### src/rtl/v30mz_pkg.sv
// Shared v30mz definitions: EU bus commands, pin status codes and bus control unit states.
package v30mz_pkg;

    typedef enum logic [1:0] {
        BUS_COMMAND_IDLE  = 2'd0,
        BUS_COMMAND_READ  = 2'd1,
        BUS_COMMAND_WRITE = 2'd2
    } bus_command_t;

    localparam logic [3:0] BUS_STATUS_IDLE  = 4'hF;
    localparam logic [3:0] BUS_STATUS_READ  = 4'b1001;
    localparam logic [3:0] BUS_STATUS_WRITE = 4'b1010;

    typedef enum logic [1:0] {
        BCU_IDLE,
        BCU_PREFETCH,
        BCU_EU_LO,
        BCU_EU_HI
    } bcu_state_t;

    // Segment:offset to a 20-bit physical address; the carry out of bit 19 is dropped.
    function automatic logic [19:0] physical_address(input logic [15:0] segment,
                                                     input logic [15:0] offset);
        return {segment, 4'h0} + {4'h0, offset};
    endfunction

endpackage

### src/rtl/bus_control_unit_if.sv
// Chip-pin side of the v30mz bus: address, lane enables, status, write/read data and readyb.
interface bus_control_unit_if;
    logic [19:0] address_out;
    logic [1:0]  bus_byte_en;
    logic [3:0]  bus_status;
    logic [15:0] data_out;
    logic [15:0] data_in;
    logic        readyb;

    modport master (
        output address_out, bus_byte_en, bus_status, data_out,
        input  data_in, readyb
    );

    modport slave (
        input  address_out, bus_byte_en, bus_status, data_out,
        output data_in, readyb
    );
endinterface

### src/rtl/bus_lane_steer.sv
// Maps address bit 0 and access width onto the two byte lanes and aligns write data to them.
module bus_lane_steer (
    input  logic        addr_odd,
    input  logic        word,
    input  logic        high_byte,
    input  logic [15:0] wdata,
    output logic [1:0]  byte_en,
    output logic [15:0] lane_data
);
    logic [7:0] sel_byte;

    // Single-byte transfers replicate the selected byte so either lane carries it.
    always_comb begin
        sel_byte = high_byte ? wdata[15:8] : wdata[7:0];
        if (word && !addr_odd) begin
            byte_en   = 2'b11;
            lane_data = wdata;
        end else if (addr_odd) begin
            byte_en   = 2'b10;
            lane_data = {sel_byte, sel_byte};
        end else begin
            byte_en   = 2'b01;
            lane_data = {sel_byte, sel_byte};
        end
    end
endmodule

### src/rtl/bus_control_unit.sv
// v30mz bus control unit: arbitrates EU accesses against prefetch and sequences 16-bit bus cycles.
// Define BCU_BUS_TIMEOUT_EN to add a readyb wait limit and the sticky bus_timeout output.
module bus_control_unit
    import v30mz_pkg::*;
(
    input  logic               clk,
    input  logic               reset,
    input  bus_command_t       eu_bus_command,
    input  logic [19:0]        eu_bus_address,
    input  logic               eu_bus_word,
    input  logic [15:0]        eu_wdata,
    output logic [15:0]        eu_rdata,
    output logic               eu_bus_done,
    input  logic [15:0]        ps,
    input  logic [15:0]        pfp,
    input  logic               queue_full,
    input  logic               queue_room2,
    input  logic               flush,
    output logic               queue_push,
    output logic               queue_push_word,
    output logic [15:0]        queue_data,
    bus_control_unit_if.master bus
`ifdef BCU_BUS_TIMEOUT_EN
    ,
    output logic               bus_timeout
`endif
);

`ifdef BCU_BUS_TIMEOUT_EN
    parameter int unsigned TIMEOUT_CYCLES = 255;
`endif

    bcu_state_t  state, state_next;
    logic [19:0] address_q, address_next;
    logic [1:0]  byte_en_q, byte_en_next;
    logic [3:0]  status_q, status_next;
    logic [15:0] data_out_q, data_out_next;
    logic        push_next, push_word_next;
    logic [15:0] queue_data_next;
    logic        done_next;
    logic [15:0] rdata_next;
    logic [7:0]  lo_byte_q, lo_byte_next;
    logic        flushed_q, flushed_next;
    logic        eu_valid, prefetch_ok, expired;
    logic [19:0] prefetch_address;
    logic        steer_addr_odd, steer_word, steer_high;
    logic [1:0]  steer_byte_en;
    logic [15:0] steer_data;

    assign bus.address_out = address_q;
    assign bus.bus_byte_en = byte_en_q;
    assign bus.bus_status  = status_q;
    assign bus.data_out    = data_out_q;

    assign prefetch_address = physical_address(ps, pfp);
    assign eu_valid = ((eu_bus_command == BUS_COMMAND_READ) || (eu_bus_command == BUS_COMMAND_WRITE))
                      && !eu_bus_done;
    assign prefetch_ok = !flush && (pfp[0] ? !queue_full : queue_room2);

    bus_lane_steer u_lane_steer (
        .addr_odd  (steer_addr_odd),
        .word      (steer_word),
        .high_byte (steer_high),
        .wdata     (eu_wdata),
        .byte_en   (steer_byte_en),
        .lane_data (steer_data)
    );

    // The steering inputs describe whichever bus cycle the FSM may launch next.
    always_comb begin
        steer_addr_odd = eu_bus_address[0];
        steer_word     = eu_bus_word;
        steer_high     = 1'b0;
        if (state == BCU_IDLE && !eu_valid) begin
            steer_addr_odd = prefetch_address[0];
            steer_word     = 1'b1;
        end else if (state == BCU_EU_LO) begin
            steer_addr_odd = 1'b0;
            steer_word     = 1'b0;
            steer_high     = 1'b1;
        end
    end

`ifdef BCU_BUS_TIMEOUT_EN
    logic [15:0] wait_count_q, wait_count_next;
    logic        timeout_q;

    always_comb begin
        wait_count_next = 16'd0;
        expired         = 1'b0;
        if (state != BCU_IDLE && bus.readyb) begin
            if (32'(wait_count_q) + 32'd1 >= TIMEOUT_CYCLES) begin
                expired = 1'b1;
            end else begin
                wait_count_next = wait_count_q + 16'd1;
            end
        end
    end

    always_ff @(posedge clk or negedge reset) begin
        if (!reset) begin
            wait_count_q <= 16'd0;
            timeout_q    <= 1'b0;
        end else begin
            wait_count_q <= wait_count_next;
            if (expired) begin
                timeout_q <= 1'b1;
            end
        end
    end

    assign bus_timeout = timeout_q;
`else
    assign expired = 1'b0;
`endif

    always_comb begin
        state_next      = state;
        address_next    = address_q;
        byte_en_next    = byte_en_q;
        status_next     = status_q;
        data_out_next   = data_out_q;
        push_next       = 1'b0;
        push_word_next  = queue_push_word;
        queue_data_next = queue_data;
        done_next       = 1'b0;
        rdata_next      = eu_rdata;
        lo_byte_next    = lo_byte_q;
        flushed_next    = flushed_q;
        case (state)
            BCU_IDLE: begin
                status_next  = BUS_STATUS_IDLE;
                byte_en_next = 2'b00;
                if (eu_valid) begin
                    state_next    = BCU_EU_LO;
                    address_next  = eu_bus_address;
                    status_next   = (eu_bus_command == BUS_COMMAND_WRITE) ? BUS_STATUS_WRITE
                                                                          : BUS_STATUS_READ;
                    byte_en_next  = steer_byte_en;
                    data_out_next = steer_data;
                end else if (prefetch_ok) begin
                    state_next   = BCU_PREFETCH;
                    address_next = prefetch_address;
                    status_next  = BUS_STATUS_READ;
                    byte_en_next = steer_byte_en;
                    flushed_next = 1'b0;
                end
            end
            BCU_PREFETCH: begin
                if (flush) begin
                    flushed_next = 1'b1;
                end
                if (expired || !bus.readyb) begin
                    state_next   = BCU_IDLE;
                    status_next  = BUS_STATUS_IDLE;
                    byte_en_next = 2'b00;
                    if (!expired && !flush && !flushed_q) begin
                        push_next       = 1'b1;
                        push_word_next  = !address_q[0];
                        queue_data_next = address_q[0] ? {8'h00, bus.data_in[15:8]} : bus.data_in;
                    end
                end
            end
            BCU_EU_LO: begin
                if (expired) begin
                    state_next   = BCU_IDLE;
                    status_next  = BUS_STATUS_IDLE;
                    byte_en_next = 2'b00;
                    done_next    = 1'b1;
                    rdata_next   = 16'hFFFF;
                end else if (!bus.readyb) begin
                    if (eu_bus_word && address_q[0]) begin
                        // Odd word: low byte arrived on D15:8, high byte follows at addr+1 on D7:0.
                        state_next    = BCU_EU_HI;
                        address_next  = address_q + 20'd1;
                        byte_en_next  = steer_byte_en;
                        data_out_next = steer_data;
                        lo_byte_next  = bus.data_in[15:8];
                    end else begin
                        state_next   = BCU_IDLE;
                        status_next  = BUS_STATUS_IDLE;
                        byte_en_next = 2'b00;
                        done_next    = 1'b1;
                        if (eu_bus_word) begin
                            rdata_next = bus.data_in;
                        end else begin
                            rdata_next = {8'h00, address_q[0] ? bus.data_in[15:8] : bus.data_in[7:0]};
                        end
                    end
                end
            end
            BCU_EU_HI: begin
                if (expired || !bus.readyb) begin
                    state_next   = BCU_IDLE;
                    status_next  = BUS_STATUS_IDLE;
                    byte_en_next = 2'b00;
                    done_next    = 1'b1;
                    rdata_next   = expired ? 16'hFFFF : {bus.data_in[7:0], lo_byte_q};
                end
            end
            default: begin
                state_next = BCU_IDLE;
            end
        endcase
    end

    always_ff @(posedge clk or negedge reset) begin
        if (!reset) begin
            state <= BCU_IDLE;
        end else begin
            state <= state_next;
        end
    end

    // Every output is a flop so pins and strobes change only on the clock edge.
    always_ff @(posedge clk or negedge reset) begin
        if (!reset) begin
            address_q       <= 20'hFFFFF;
            byte_en_q       <= 2'b00;
            status_q        <= BUS_STATUS_IDLE;
            data_out_q      <= 16'h0000;
            queue_push      <= 1'b0;
            queue_push_word <= 1'b0;
            queue_data      <= 16'h0000;
            eu_bus_done     <= 1'b0;
            eu_rdata        <= 16'h0000;
            lo_byte_q       <= 8'h00;
            flushed_q       <= 1'b0;
        end else begin
            address_q       <= address_next;
            byte_en_q       <= byte_en_next;
            status_q        <= status_next;
            data_out_q      <= data_out_next;
            queue_push      <= push_next;
            queue_push_word <= push_word_next;
            queue_data      <= queue_data_next;
            eu_bus_done     <= done_next;
            eu_rdata        <= rdata_next;
            lo_byte_q       <= lo_byte_next;
            flushed_q       <= flushed_next;
        end
    end

endmodule

### src/flat_wrapper.sv
// flat-port wrapper written by rule: the top's interface ports become plain ports
module bus_control_unit_flat import v30mz_pkg::*;
  (clk, reset, eu_bus_command, eu_bus_address, eu_bus_word, eu_wdata, eu_rdata, eu_bus_done, ps, pfp, queue_full, queue_room2, flush, queue_push, queue_push_word, queue_data, bus_address_out, bus_bus_byte_en, bus_bus_status, bus_data_out, bus_data_in, bus_readyb);
  bus_control_unit_if bus_i ();
  input  logic clk;
  input  logic reset;
  input  bus_command_t eu_bus_command;
  input  logic [19:0] eu_bus_address;
  input  logic eu_bus_word;
  input  logic [15:0] eu_wdata;
  output logic [15:0] eu_rdata;
  output logic eu_bus_done;
  input  logic [15:0] ps;
  input  logic [15:0] pfp;
  input  logic queue_full;
  input  logic queue_room2;
  input  logic flush;
  output logic queue_push;
  output logic queue_push_word;
  output logic [15:0] queue_data;
  output wire logic [$bits(bus_i.address_out)-1:0] bus_address_out;
  output wire logic [$bits(bus_i.bus_byte_en)-1:0] bus_bus_byte_en;
  output wire logic [$bits(bus_i.bus_status)-1:0] bus_bus_status;
  output wire logic [$bits(bus_i.data_out)-1:0] bus_data_out;
  input wire logic [$bits(bus_i.data_in)-1:0] bus_data_in;
  input wire logic [$bits(bus_i.readyb)-1:0] bus_readyb;
  assign bus_address_out = bus_i.address_out;
  assign bus_bus_byte_en = bus_i.bus_byte_en;
  assign bus_bus_status = bus_i.bus_status;
  assign bus_data_out = bus_i.data_out;
  assign bus_i.data_in = bus_data_in;
  assign bus_i.readyb = bus_readyb;
  bus_control_unit u_core (.clk(clk), .reset(reset), .eu_bus_command(eu_bus_command), .eu_bus_address(eu_bus_address), .eu_bus_word(eu_bus_word), .eu_wdata(eu_wdata), .eu_rdata(eu_rdata), .eu_bus_done(eu_bus_done), .ps(ps), .pfp(pfp), .queue_full(queue_full), .queue_room2(queue_room2), .flush(flush), .queue_push(queue_push), .queue_push_word(queue_push_word), .queue_data(queue_data), .bus(bus_i));
endmodule
### config.mk
export PLATFORM = sky130hd
export DESIGN_NAME = bus_control_unit_flat
export DESIGN_NICKNAME = d
export VERILOG_FILES = /design/src/rtl/v30mz_pkg.sv /design/src/rtl/bus_control_unit_if.sv /design/src/rtl/bus_lane_steer.sv /design/src/rtl/bus_control_unit.sv /design/src/flat_wrapper.sv
export SDC_FILE = /design/constraint.sdc
export NUM_CORES = 1
export LEC_CHECK = 0
export ABC_CLOCK_PERIOD_IN_PS = 7310
export CORE_MARGIN = 2
export CORE_UTILIZATION = 46
export CTS_CLUSTER_SIZE = 14
export DETAILED_ROUTE_END_ITERATION = 10
export PLACE_DENSITY = 0.8
export SLEW_MARGIN = 20
export SYNTH_ARGS = -nofsm -noshare
export SYNTH_HDL_FRONTEND = slang
export SYNTH_HIERARCHICAL = 1
export SYNTH_SLANG_ARGS = --single-unit
### constraint.sdc
create_clock -name clk -period 7.31 [get_ports clk]
set_input_delay 1.0965 -clock clk [delete_from_list [all_inputs] [get_ports clk]]
set_output_delay 1.0965 -clock clk [all_outputs]
set_load 0.02 [all_outputs]
==> key figures <==
Status
  • Outcome: finished clean

Global route
  • Initial antenna violation count: 0
  • Via count of the first global-routing pass: 5,001
  • Total GRT Usage: 25.0%
  • Grt total ovfl: 0
  • Maximum number of pins on one net before global-route repair: just under 90
  • Wire length of the first global-routing pass: about 25,000 um

Clocking
  • Clock Latency Late Sink: roughly 0.34 ns
  • Clock Sink Count: 87
  • Total number of H-tree levels: 3
  • Clk slew on worst S/H paths: 0.07 ns
  • CTS tree: done
  • Setup bufs post-CTS: 0
  • CTS buffer count: 9
  • Maximum number of buffers from clock root to sink: 2
  • Root Buffer: clkbuf_16
  • # hold bufs at CTS: 0
  • Number of gates given a new drive strength after cts: 0

Worst setup path
  • Kind of end point of the critical path: register
  • Worst EP required: roughly 7.5 ns
  • Type of the setup path with the least slack: in2reg
  • Arrival time of the worst setup path: 4.44 ns
  • Largest driver fanout on the critical path: 14
  • Type of element launching the critical path: input pin

Detailed routing
  • Met2 routed wirelength: between 7000 and 8000 um
  • Final ANT Viol Nets: 0
  • Drt total wl: ~16,000 um
  • Via count: ~5,100
  • Detailed Routing Iterations Pass 1: 6
  • M1 wire length: ~6700 um
  • Iteration-0 DRC Markers: roughly 360
  • Remaining routing DRC violations: 0
  • Sum of met3 wire segment lengths after detailed routing: just over 1000 um
  • Average wire per cell in the routed design: 17.6 um
  • Highest Signal Layer: met4
  • Via density: 5.73

STA
  • Max Transition Viols Final: 0
  • Count of endpoints failing setup in the final report: 0
  • Tightest Pin Transition: ~0.97 ns
  • Final critical-path share of the clock period: between 50 and 60%
  • Unrepaired setup endpoints after global routing: no
  • Setup clock skew after layout: roughly 0.0046 ns
  • Setup total negative slack: 0 ns
  • Max transition margin: between 30% and 40%
  • Post-Route Hold Slack: a little under 0.5 ns
  • Endpoints failing hold: 0
  • Max Fclk: 237 MHz
  • Final setup slack of the worst path: between 3 and 4 ns
  • Time the worst path needs with I/O delays and setup: around 4.2 ns

Floorplanning
  • Chip width: 112 um
  • Area of the die: around 12,000 um^2
  • CORE AREA: around 11,000 um^2
  • Effective utilization at floorplan: 46.8%
  • Height of the die: 112 um
  • Ports: 170
  • Placement Rows: 39

Synthesis
  • Share of the yosys chip area belonging to registers: approximately 41%
  • Fraction of synthesis flops using an asynchronous set or reset pin: between 90% and 100%
  • Syn_area_per_cell: approximately 8.9 um^2
  • Post-synthesis sequential element count: between 80 and 90
  • Post-synth EDFFs: 0
  • Top flip-flop cell by instance count after synthesis: dfrtp_1
  • Netlist Area Pre-Place: 5320 um^2
  • Total nets after synthesis: ~700
  • Post-Syn Instances: between 500 and 600
  • Count of cell types in the netlist: 68
  • Count of yosys warnings during synthesis: 6

Placed design
  • RePlAce Congestion: 0.891
  • Port Buf Inserts: 168
  • Sum of net half-perimeters after detailed placement: 11,600 um
  • Pre-CTS worst setup slack: 2.75 ns

Power
  • Pwr Density: ~400 nW/um^2
  • P_int: between 1500 and 2000 uW
  • Combinational share of power: about half
  • Switching power: around 1200 uW
  • Sw frac: about two fifths
  • Power share of the clock group: between 10% and 20%
  • Static Leak: around 0.0031 uW
  • Proportion of power drawn by flip-flops and latches: approximately a third
  • Highest ir drop seen on vdd: between 0.0002 and 0.00025 V

Min path
  • HP Class: reg2reg

Cells and area
  • Number of nets in the layout: 854
  • Top library cells by usage in the layout, fill and taps aside: 167 x clkdlybuf4s50_1, 115 x nand2_1, 64 x dfrtp_1
  • Fraction of layout instances using a drive strength above 1: 11.9%
  • Area Growth Syn to Fin: 38.8%
  • Commonest non-fill, non-tap cell in the layout: clkdlybuf4s50_1
  • N_diodes: 0

Run
  • Number of maximum-capacitance constraint violations: 0
[registers in the layout, summed over array words and instances, names as in the netlist]
name and count:
u_core/bus.address_out 20, u_core/bus.data_out 16, u_core/eu_rdata 16, u_core/queue_data 16, u_core/lo_byte_q 8, u_core/bus.bus_status 3
u_core/bus.bus_byte_en 2, u_core/state 2, u_core/eu_bus_done 1, u_core/flushed_q 1, u_core/queue_push 1, u_core/queue_push_word 1
[power groups by stage]
| stage | clock network, uW | logic [uW] | registers [uW] |
|---|---|---|---|
| finish | 519 | 1460 | 976 |
| global route | 550 | 1560 | 1010 |
| CTS | 528 | 1450 | 974 |
| detailed placement | 0 | 1450 | 976 |
| global placement | 0 | 1410 | 970 |
| floorplan | 0 | 685 | 1120 |
[cell type report]
class / count / area [um^2]
fill: 949 / 3980
multi-input combinational: 464 / 2920
sequential: 87 / 2210
timing repair buffer: 169 / 1690
clock buffer: 10 / 239
tap: 143 / 179
clock inverter: 6 / 97.6
inverter: 15 / 56.3
[cells in the mapped netlist (6+ instances only)]
cell      count  share of area [%]
nor3_1       10               0.94
a21oi_1      59                5.5
nand2_1     115                8.1
a21o_1        6               0.85
xor2_1        7                1.2
o21ai_0      54                5.1
nand3_1       8               0.75
ha_1         14                3.3
dfrtp_1      64                 30
a31oi_1       6               0.71
nand3b_1      8                1.1
inv_1        13               0.92
mux2_2       32                6.8
nor2_1       29                2.0
clkbuf_1     16                1.1
buf_2        10               0.94
nand4_1       6               0.71
mux2i_1      17                3.2
and3_1        9                1.1
dfstp_2      23                 11
[cell families (layout without fill, tap and decap cells)]
| kind of cell | after synthesis | in the layout | synth area share (%) |
|---|---|---|---|
| DFF | 87 | 87 | 41.4 |
| other | 1 | 1 | 0.0704 |
| muxes | 49 | 49 | 9.96 |
| AOI/OAI and AO/OA | 170 | 170 | 19.2 |
| adders and majority gates | 15 | 15 | 3.67 |
| xor gates and xnor gates | 11 | 11 | 1.81 |
| and+or+nand+nor | 218 | 218 | 20.1 |
| buffers and inverters | 45 | 200 | 3.76 |
[path summary, 6_finish.rpt]
check                                startpoint                 endpoint  slack, ns  depth (start not counted)
setup / recovery              eu_bus_command[0]  u_core/bus.data_out[14]       3.08                         11
min in group asynchronous                 reset     u_core/queue_data[6]       0.81                          1
max in group asynchronous                 reset       u_core/eu_rdata[4]       5.95                          1
setup reg to reg                u_core/state[0]   u_core/bus.data_out[0]       3.69                          7
hold / removal             u_core/queue_data[0]     u_core/queue_data[0]       0.48                          2
hold reg to reg            u_core/queue_data[0]     u_core/queue_data[0]       0.48                          2
[through the flow]
stage / utilization (%) / power (uW) / area (um^2) / std cells
after floorplan: - / 1810 / 5320 / 596
after global placement: 62.0 / 2380 / 7050 / 878
after detailed placement: 62.0 / 2420 / 7050 / 878
after CTS: 64.9 / 2960 / 7380 / 894
after global routing: 65.0 / 3120 / 7390 / 894
final: 65.0 / 2950 / 7390 / 894
[worst max-delay path, cell delays in order]
cell             delay, ns
clkdlybuf4s50_1       0.45
inv_1                 0.04
ha_1                  0.31
nor2_1                0.73
nand2_1               0.18
o21a_1                0.16
o21ai_0               0.38
inv_2                 0.12
a21oi_4               0.32
mux2_2                0.38
mux2_2                0.27
[per-layer routing]
layer | vias up | GRT usage (%)
met5 | - | 0
met4 | 0 | 7.24
met3 | 24 | 5.01
met2 | 238 | 42.2
met1 | 2425 | 32.9
li1 | 2436 | -
No activity file was read; power rests on OpenSTA's default activity.
